--- config.mk ---
export PLATFORM = sky130hd
export DESIGN_NAME = mac_seq_ctrl
export DESIGN_NICKNAME = d
export VERILOG_FILES = /design/src/rtl/mac_seq_ctrl.sv
export SDC_FILE = /design/constraint.sdc
export NUM_CORES = 1
export LEC_CHECK = 0
export CORE_AREA = 2 2 64 66
export DETAILED_ROUTE_END_ITERATION = 16
export DIE_AREA = 0 0 66 68
export PLACE_DENSITY = 0.82
export SLEW_MARGIN = 20
export SYNTH_ARGS = -nofsm -noshare
export SYNTH_HDL_FRONTEND = slang
export SYNTH_SLANG_ARGS = --single-unit
--- constraint.sdc ---
create_clock -name clk -period 5.2 [get_ports clk]
set_input_delay 0.78 -clock clk [delete_from_list [all_inputs] [get_ports clk]]
set_output_delay 0.78 -clock clk [all_outputs]
set_load 0.05 [all_outputs]
--- src/rtl/mac_seq_ctrl.sv ---
// Frame sequencer for the VAD binary-weight MAC: clear, stream feature beats,
// wait for mac_done under a watchdog, then hold both results on valid/ready.
module mac_seq_ctrl #(
    parameter int N_ELEM = 108,
    parameter int LANES  = 3,
    parameter int DW     = 2,
    parameter int ADDR_W = 6,
    parameter int ACC_W  = 10,
    parameter int WD_CYC = 16
) (
    input  logic                  clk,
    input  logic                  rst_n,
    input  logic                  start,
    input  logic                  abort,
    output logic                  busy,
    output logic                  rd_en,
    output logic [ADDR_W-1:0]     rd_addr,
    input  logic [LANES*DW-1:0]   rd_data,
    output logic                  mac_clr,
    output logic                  mac_vld,
    output logic [LANES*DW-1:0]   mac_in,
    input  logic [ACC_W-1:0]      mac_out0,
    input  logic [ACC_W-1:0]      mac_out1,
    input  logic                  mac_done,
    output logic                  res_valid,
    input  logic                  res_ready,
    output logic [ACC_W-1:0]      res0,
    output logic [ACC_W-1:0]      res1,
    output logic                  err
);

    localparam int BEATS = N_ELEM / LANES;
    localparam int WD_W  = $clog2(WD_CYC + 1);
    localparam logic [ADDR_W-1:0] LAST_BEAT = ADDR_W'(BEATS - 1);
    localparam logic [WD_W-1:0]   WD_LAST   = WD_W'(WD_CYC - 1);

    typedef enum logic [2:0] {
        S_IDLE,
        S_CLR,
        S_FEED,
        S_DRAIN,
        S_WAIT,
        S_HOLD
    } state_t;

    state_t              r_state;
    state_t              w_next;
    logic [ADDR_W-1:0]   r_addr;
    logic                r_mac_vld;
    logic [WD_W-1:0]     r_wd;
    logic [ACC_W-1:0]    r_res0;
    logic [ACC_W-1:0]    r_res1;
    logic                r_err;
    logic                w_wd_expire;

    // NOTE: next state gets its default before the case, so no path can infer a latch.
    always_comb begin
        w_next = r_state;
        case (r_state)
            S_IDLE:  if (start) w_next = S_CLR;
            S_CLR:   w_next = S_FEED;
            S_FEED:  if (r_addr == LAST_BEAT) w_next = S_DRAIN;
            S_DRAIN: w_next = S_WAIT;
            S_WAIT: begin
                if (mac_done)              w_next = S_HOLD;
                else if (r_wd == WD_LAST)  w_next = S_IDLE;
            end
            S_HOLD:  if (res_ready) w_next = S_IDLE;
            default: w_next = S_IDLE;
        endcase
        if (abort) w_next = S_IDLE;
    end

    assign w_wd_expire = (r_state == S_WAIT) && !mac_done && (r_wd == WD_LAST) && !abort;

    // NOTE: all state updates use non-blocking assignments so every register samples pre-edge values.
    always_ff @(posedge clk or negedge rst_n) begin
        if (!rst_n) begin
            r_state   <= S_IDLE;
            r_addr    <= '0;
            r_mac_vld <= 1'b0;
            r_wd      <= '0;
            r_res0    <= '0;
            r_res1    <= '0;
            r_err     <= 1'b0;
        end else begin
            r_state   <= w_next;
            r_addr    <= (r_state == S_FEED && w_next == S_FEED) ? r_addr + ADDR_W'(1) : '0;
            // An aborted read never reaches the MAC.
            r_mac_vld <= (r_state == S_FEED) && !abort;
            r_wd      <= (r_state == S_WAIT && w_next == S_WAIT) ? r_wd + WD_W'(1) : '0;
            if (r_state == S_WAIT && w_next == S_HOLD) begin
                r_res0 <= mac_out0;
                r_res1 <= mac_out1;
            end
            if (r_state == S_IDLE && w_next == S_CLR) begin
                r_err <= 1'b0;
            end else if (w_wd_expire) begin
                r_err <= 1'b1;
            end
        end
    end

    assign busy      = (r_state != S_IDLE);
    assign rd_en     = (r_state == S_FEED);
    assign rd_addr   = r_addr;
    assign mac_clr   = (r_state == S_CLR);
    assign mac_vld   = r_mac_vld;
    assign mac_in    = r_mac_vld ? rd_data : '0;
    assign res_valid = (r_state == S_HOLD);
    assign res0      = r_res0;
    assign res1      = r_res1;
    assign err       = r_err;

endmodule

==> metrics.txt, run 1 <==
Yosys top cell area share=between 50 and 60%; Syn Std Cell Area=0.00165 sq mm; flops & latches, synth=36; compound-cell area share of the yosys netlist=2.80%; post-synthesis mux area share=18.2%; Core Rows=23; Ys Warns=0; Synth area leaders=dfrtp_1 55%, mux2_4 18%, nor2_1 3.4%; Hold Crit Class=register to register; Place WS=between 2000 and 2500 ps; RSZ-0062 raised after global routing=no; Synth Flop Type=dfrtp_1; number of synthesized flops with an enable pin=0; Max VDD drop=about 0.19 mV; vias in the first global route=roughly 1200; register area share after synthesis=~55%; Die Area=roughly 0.0045 sq mm; initial core utilization=~43%; # port buffers=approximately 70; DRT Pass-1 Iters=4; Layout Skew=~5.7 ps; clk slew on worst S/H paths=approximately 70 ps; Total GRT Usage=around 18%; Synth cell types=28; Synth Area in Adders=2.27%; Least-Margin Pin Slew=717 ps; largest family of logic cells by synthesized area=multiplexers; depth of the CTS H-tree=2; DRT antenna net count=0; final worst slack=roughly 2300 ps; Hold Buf Count CTS=0; DR iter-0 viols=between 50 and 60; wire length per cell=15.2 um; Synth area leader=dfrtp_1; final wirelength=about 3.8 mm; Post CTS Setup Buffer Count=0; max-cap violation count=0; clk root buf=clkbuf_8; clk sink count=36; Layout Area Growth over Synthesis=49.5%; final-stage net count=235; Die Ht=between 60 and 70 um; PwrDens=315 mW/mm^2; Final GP Congestion=about 0.80; Max Slew Vio Count=0; Mapped Cells=around 130; global-route wire length before repair=5.94 mm; Post-Synth XOR/XNOR Area=around 3.7%; syn_nets=approximately 160; Final Setup Violations=0; CTS tree=yes; r2r setup slk=~2600 ps; worst path required time=between 4000 and 5000 ps; WP data arrival=2170 ps; area of the core=approximately 0.0039 sq mm; largest net degree at the start of global routing=37; Overall Power=between 0.7 and 0.8 mW; status=finished, final reports clean; ANT cells=0; Worst setup EP type=primary output; post_cts resized=0; Setup TNS=0 ps; I/O pin count=70; number of vias per cell=around 4.8; Synth async-reset ratio=between 90% and 100%; Synth Area per Inst=13.0 sq um; kind of critical path=input pin to primary output; post-layout min period=approximately 2900 ps; period utilisation layout=about 57%; final hold vios=0; Die X=around 66 um; simple-gate share of the synthesized area=between 10% and 20%; fmax=339 MHz; share of layout cells above drive strength 1=approximately 15%; CTS max path bufs=2; initial antenna violation count=0; Lkg Pwr=1.15 nW; DPL Wire Length=approximately 2.9 mm; startpoint types=input pin; final core utilization=roughly 64%; grt ovf=0; drt drc=0; DR vias=roughly 1200; Skew-Pair Late Insertion Delay=280 ps; maximum net fanout on the critical path=1; Slew HR=between 50% and 60%; CTS Buf Count=5
-- area by class of cell --
class                           count  area, sq um
Tap cell                           50         62.6
Multi-Input combinational cell     82          692
Inverter                            5         18.8
Clock buffer                        7         96.3
Fill cell                         305         1390
Timing Repair Buffer               70          698
Sequential cell                    36          901
-- cells by family after synthesis --
| family | count (synthesis) |
|---|---|
| AND/OR/NAND/NOR | 44 |
| flip-flops | 36 |
| multiplexers | 20 |
| buffers and inverters | 9 |
| AO/OA/AOI/OAI | 8 |
| XOR/XNOR | 7 |
| adder cells (fa/ha/maj) | 3 |
-- stage by stage --
step,instances,instance area [sq um],hold slack (ps)
6_report,250,2470,470
5_1_grt,250,2470,509
4_1_cts,250,2470,474
3_5_place_dp,243,2370,465
3_3_place_gp,243,2370,443
2_1_floorplan,127,1650,433
-- critical path: stages --
cell and delay, ps:
clkdlybuf4s50_1 460, and2_1 120, clkdlybuf4s50_1 800
-- metal layers --
metal	vias up	share of wire, %	global-route usage (%)
li1	564	-	-
met1	595	39	21.2
met2	41	56	31.3
met3	2	5.3	5.76
met4	0	0.16	5.36
met5	-	0	0
-- state kept, by name (all words and copies together) (netlist names) --
register and count:
res1 10, err 1, mac_vld 1, r_wd 5, r_state 3, res0 10, rd_addr 6
-- power by group --
part           leakage [nW]  switching [mW]  internal (mW)
clock network        0.0503          0.0942          0.118
registers             0.496          0.0195          0.305
logic                 0.604           0.138          0.103
total                  1.15           0.252          0.526
-- final timing paths --
kind | end | startpoint | cells after the start
worst max-delay path | mac_in[2] | rd_data[2] | 3
worst min-delay path | r_wd[0] | r_wd[0] | 1
worst max register to register | res0[5] | r_wd[0] | 7
worst min register to register | r_wd[0] | r_wd[0] | 1
max in group asynchronous | mac_vld | rst_n | 2
min in group asynchronous | res0[5] | rst_n | 2
-- cells in the mapped netlist (all sizes together), types with 2 or more instances --
| master | n |
|---|---|
| and2 | 8 |
| xnor2 | 5 |
| nand2 | 4 |
| nand3 | 4 |
| nor3b | 2 |
| inv | 5 |
| ha | 3 |
| dfrtp | 36 |
| a21oi | 4 |
| o21ai | 2 |
| and2b | 3 |
| nor2 | 15 |
| xor2 | 2 |
| buf | 2 |
| nor3 | 3 |
| clkbuf | 2 |
| mux2 | 20 |
-- cell usage in the layout, fill, tap and decap left out, types with 2 or more instances in the layout --
master and n:
nand2_1 4, inv_1 5, a21oi_1 4, mux2_4 20, and2_1 8, dfrtp_1 36
and2b_1 3, ha_1 3, nor3_1 2, clkbuf_8 7, nor3b_1 2, clkdlybuf4s50_1 69
xnor2_1 5, xor2_1 2, nand3_1 3, nor2_1 15
(Power assumes the default switching activity.)
==> inputs of run 2 (changes only) <==
- CORE_AREA: 2 2 64 66 -> 2 2 69 71
- DIE_AREA: 0 0 66 68 -> 0 0 71 73
- PLACE_DENSITY: 0.82 -> 0.75
- clock period: 5.2 -> 2.7 ns (I/O delays scaled with it)
==> metrics.txt, run 2 (synthesis gave the netlist of run 1 again) <==
final hold slack=208 ps (was 470 ps); I/O pin count=70 (unchanged); most common cell after layout, fill and taps aside=clkdlybuf4s50_1 (unchanged); Sw Pwr=0.466 mW (was 0.252 mW); sw frac=32.0% (was 32.4%); kind of critical path=register to primary output (was input pin to primary output); max-cap violation count=0 (unchanged); DR vias=1198 (was 1202); final core utilization=54.3% (was 64.0%); # port buffers=69 (unchanged); depth of the CTS H-tree=2 (unchanged); Die Area=0.00518 sq mm (was 0.00449 sq mm); vias in the first global route=1214 (was 1243); maximum net fanout on the critical path=7 (was 1); r2r setup slk=570 ps (was 2560 ps); multi-input logic area=692 sq um (unchanged); Overall Power=1.46 mW (was 0.778 mW); share of layout cells above drive strength 1=14.9% (was 15.0%); ANT cells=0 (unchanged); Slew HR=47.6% (was 52.1%); clk root buf=clkbuf_8 (unchanged); worst reg-to-reg path cell count=8 (was 7); period utilisation layout=about nine tenths; worst path required time=2300 ps (was 4420 ps); Total GRT Usage=13.4% (was 17.9%); Final Setup Violations=0 (unchanged); status=finished, final reports clean (unchanged); RSZ-0062 raised after global routing=no (unchanged); Hold Crit Class=input pin to async pin (was register to register); Die X=71 um (was 66 um); final wirelength=3.31 mm (was 3.81 mm); sequential cell area=901 sq um (unchanged); Max Slew Vio Count=0 (unchanged); Final GP Congestion=0.741 (was 0.801); grt ovf=0 (unchanged); Critical path origin=r_state[1] (was rd_data[2]); wire length per cell=13.0 um (was 15.2 um); fmax=around 410 MHz; clk sink count=36 (unchanged); WP data arrival=2000 ps (was 2170 ps); clock share of power=26.0% (was 27.3%); post-layout min period=2410 ps; DRT antenna net count=0 (unchanged); Skew-Pair Late Insertion Delay=270 ps (was 280 ps); Post CTS Setup Buffer Count=0 (unchanged); drt drc=0 (unchanged); DPL Wire Length=2.49 mm (was 2.90 mm); DP Area=0.00237 sq mm (unchanged); Layout Area Growth over Synthesis=49.1% (was 49.5%); PwrDens=592 mW/mm^2 (was 315 mW/mm^2); initial core utilization=36.4% (was 42.8%); largest net degree at the start of global routing=37 (unchanged); DR iter-0 viols=25 (was 53); post_cts resized=0 (unchanged); Die Ht=73 um (was 68 um); clk slew on worst S/H paths=70 ps (about the same); CTS max path bufs=2 (unchanged); Setup TNS=0 ps (unchanged); startpoint types=register (was input pin); Reg power frac=42.7% (was 41.7%); Lkg Pwr=1.14 nW (was 1.15 nW); initial antenna violation count=0 (unchanged); final hold vios=0 (unchanged); most frequent cells in the layout=68 x clkdlybuf4s50_1, 36 x dfrtp_1, 20 x mux2_4 (was 69 x clkdlybuf4s50_1, 36 x dfrtp_1, 20 x mux2_4); Max VDD drop=0.322 mV (was 0.188 mV); final-stage net count=235 (unchanged); CTS Buf Count=5 (unchanged); Core Rows=25 (was 23); part of the power in combinational logic=31.4% (was 31.0%); number of vias per cell=4.70 (was 4.81); Worst setup EP type=primary output (unchanged); area of the core=0.00454 sq mm (was 0.00386 sq mm); Least-Margin Pin Slew=786 ps (was 717 ps); # fillers=396 (was 305); reg2reg start=r_wd[0] (unchanged); DRT Pass-1 Iters=5 (was 4); Setup crit end=rd_en (was mac_in[2]); CTS tree=yes (unchanged); final instance area=0.00246 sq mm (was 0.00247 sq mm); P_int=0.991 mW (was 0.526 mW); Hold Buf Count CTS=0 (unchanged); Critical R2R Capture=res1[7] (was res0[5]); Layout Skew=4.50 ps (was 5.72 ps); global-route wire length before repair=5.40 mm (was 5.94 mm)
run 2: critical path: stages, from the launching register on:
cell and delay [ps]:
dfrtp_1 500, nor3b_1 360, clkdlybuf4s50_1 870
run 2: worst min-delay path by stage:
| stage | to | cells past startpoint |
|---|---|---|
| detailed placement | r_wd[0] | 1 |
| global placement | r_wd[0] | 1 |
| floorplan | err | 0 |
| global route | rd_addr[0] | 1 |
| CTS | rd_addr[0] | 1 |
| finish | rd_addr[0] | 1 |
run 2: cell type report:
| type | instances | share of cell area [%] |
|---|---|---|
| Sequential cell | 36 | 36.6 |
| Inverter | 5 | 0.762 |
| Tap cell | 54 | 2.74 |
| Clock buffer | 8 | 3.66 |
| Timing Repair Buffer | 70 | 28.2 |
| Multi-Input combinational cell | 82 | 28.1 |
run 2: through the flow:
stage / worst slack, ps / std cells
finish: 290 / 255
global placement: 520 / 247
floorplan: 367 / 127
CTS: 267 / 255
detailed placement: 499 / 247
global route: 167 / 255
run 2: power groups by stage:
stage               clock [mW]  sequential [mW]  combinational (mW)
global route             0.422            0.628               0.478
global placement             0            0.630               0.457
floorplan                    0            0.785               0.130
CTS                      0.398            0.623               0.462
detailed placement           0            0.632               0.461
finish                   0.379            0.622               0.457
run 2: routing by layer:
metal | global-route usage, % | vias to the layer above | part of all wire (%)
met4 | 4.82 | 0 | 0.64
li1 | - | 567 | -
met1 | 15.6 | 580 | 44
met5 | 0 | - | 0
met2 | 23.6 | 49 | 50
met3 | 3.73 | 2 | 5.7
==> inputs of run 3 (changes only) <==
- MAX_ROUTING_LAYER: not set -> met4
==> metrics.txt, run 3 (synthesis gave the netlist of run 1 again) <==
# port buffers=69 (unchanged); final hold vios=0 (unchanged); startpoint types=register (unchanged); clock share of power=26.0% (about the same); r2r setup slk=570 ps (about the same); crit-path cells=and2b_1 > and2_1 > clkdlybuf4s50_1 (was nor3b_1 > clkdlybuf4s50_1); drt drc=0 (unchanged); post-layout min period=2410 ps (about the same); initial core utilization=36.4% (unchanged); Die X=71 um (unchanged); CTS tree=yes (unchanged); Critical R2R Capture=res1[7] (unchanged); worst path required time=2300 ps (about the same); share of layout cells above drive strength 1=14.9% (unchanged); Max VDD drop=0.322 mV (about the same); Layout Skew=5.03 ps (was 4.50 ps); most frequent cells in the layout=68 x clkdlybuf4s50_1, 36 x dfrtp_1, 20 x mux2_4 (unchanged); DR vias=1201 (was 1198); slowest stage delay, CP=800 ps (was 870 ps); placed cells=247 (unchanged); clk sink count=36 (unchanged); P_int=0.991 mW (about the same); Final GP Congestion=0.751 (was 0.741); final core utilization=54.3% (unchanged); sw frac=32.0% (about the same); area of the core=0.00454 sq mm (unchanged); status=finished, final reports clean (unchanged); Reg power frac=42.6% (was 42.7%); Worst path slowest cell=clkdlybuf4s50_1 (unchanged); max-cap violation count=0 (unchanged); clk root buf=clkbuf_8 (unchanged); largest net degree at the start of global routing=37 (unchanged); ANT cells=0 (unchanged); Post-Layout Cell Count=255 (unchanged); kind of critical path=register to primary output (unchanged); CTS max path bufs=2 (unchanged); Worst setup EP type=primary output (unchanged); Die Ht=73 um (unchanged); reg2reg start=r_wd[0] (unchanged); fmax=415 MHz (about the same); PwrDens=592 mW/mm^2 (about the same); RSZ-0062 raised after global routing=no (unchanged); worst reg-to-reg path cell count=8 (unchanged); maximum net fanout on the critical path=7 (unchanged); Max Slew Vio Count=0 (unchanged); Least-Margin Pin Slew=787 ps (was 786 ps); DR iter-0 viols=39 (was 25); # fillers=396 (unchanged); Post CTS Setup Buffer Count=0 (unchanged); clk slew on worst S/H paths=70 ps (about the same); Die Area=0.00518 sq mm (unchanged); DRT antenna net count=0 (unchanged); final wirelength=3.31 mm (about the same); initial antenna violation count=0 (unchanged); post_cts resized=0 (unchanged); global-route wire length before repair=5.40 mm (unchanged); most common cell after layout, fill and taps aside=clkdlybuf4s50_1 (unchanged); Total GRT Usage=13.8% (was 13.4%); Layout Area Growth over Synthesis=49.1% (unchanged); number of vias per cell=4.71 (was 4.70); period utilisation layout=89.2% (was 89.3%); I/O pin count=70 (unchanged); DRT Pass-1 Iters=4 (was 5); Hold Crit Class=input pin to async pin (unchanged); Slew HR=47.6% (about the same); part of the power in combinational logic=31.4% (about the same); Final Setup Violations=0 (unchanged); final-stage net count=235 (unchanged); WP data arrival=2000 ps (about the same); Core Rows=25 (unchanged); wire length per cell=13.0 um (about the same); Sw Pwr=0.467 mW (was 0.466 mW); CTS Buf Count=5 (unchanged); Lkg Pwr=1.14 nW (unchanged); Hold Buf Count CTS=0 (unchanged); Setup crit end=res_valid (was rd_en); Skew-Pair Late Insertion Delay=270 ps (about the same); DPL Wire Length=2.49 mm (unchanged); Setup TNS=0 ps (unchanged); Critical path origin=r_state[1] (unchanged); vias in the first global route=1213 (was 1214); depth of the CTS H-tree=2 (unchanged); Overall Power=1.46 mW (about the same); grt ovf=0 (unchanged)
==> run 3: cell counts in the layout (fill, tap and decap cells not counted) <==
Identical to the previous run, type by type.
==> run 3: area by class of cell <==
cell class | instances | area [sq um] | share of cell area (%)
clock buffer | 8 | 90.1 | 3.66
inverter | 5 | 18.8 | 0.762
multi-input combinational | 82 | 692 | 28.1
sequential | 36 | 901 | 36.6
tap | 54 | 67.6 | 2.74
timing repair buffer | 70 | 693 | 28.2
==> run 3: power by group through the flow <==
stage / clock network (mW) / registers, mW / logic (mW)
3_3_place_gp: 0 / 0.630 / 0.457
3_5_place_dp: 0 / 0.632 / 0.461
2_1_floorplan: 0 / 0.785 / 0.130
5_1_grt: 0.422 / 0.628 / 0.478
6_report: 0.379 / 0.622 / 0.457
4_1_cts: 0.398 / 0.623 / 0.462
==> run 3: worst min path at each step <==
stage	slack [ps]	end
floorplan	110	err
global placement	450	r_wd[0]
detailed placement	460	r_wd[0]
CTS	250	rd_addr[0]
global route	290	rd_addr[0]
finish	210	rd_addr[0]
==> run 3: critical path: cells and delay by family (launching register included) <==
family | cells | cell delay [ps]
buffers and inverters | 1 | 800
DFF | 1 | 480
and+or+nand+nor | 2 | 450
==> run 3: routing by layer <==
layer,part of all wire (%),global-route usage (%),wire [um]
met1,43,15.6,1430
met2,50,23.6,1660
met3,6.1,3.73,203
met4,0.69,4.82,23
met5,0,-,0
==> run 3: through the flow <==
stage | cell area (sq um) | setup WS [ps] | hold slack (ps)
floorplan | 1650 | 367 | 109
global placement | 2370 | 520 | 447
detailed placement | 2370 | 499 | 459
CTS | 2460 | 267 | 249
global route | 2460 | 167 | 291
finish | 2460 | 292 | 208
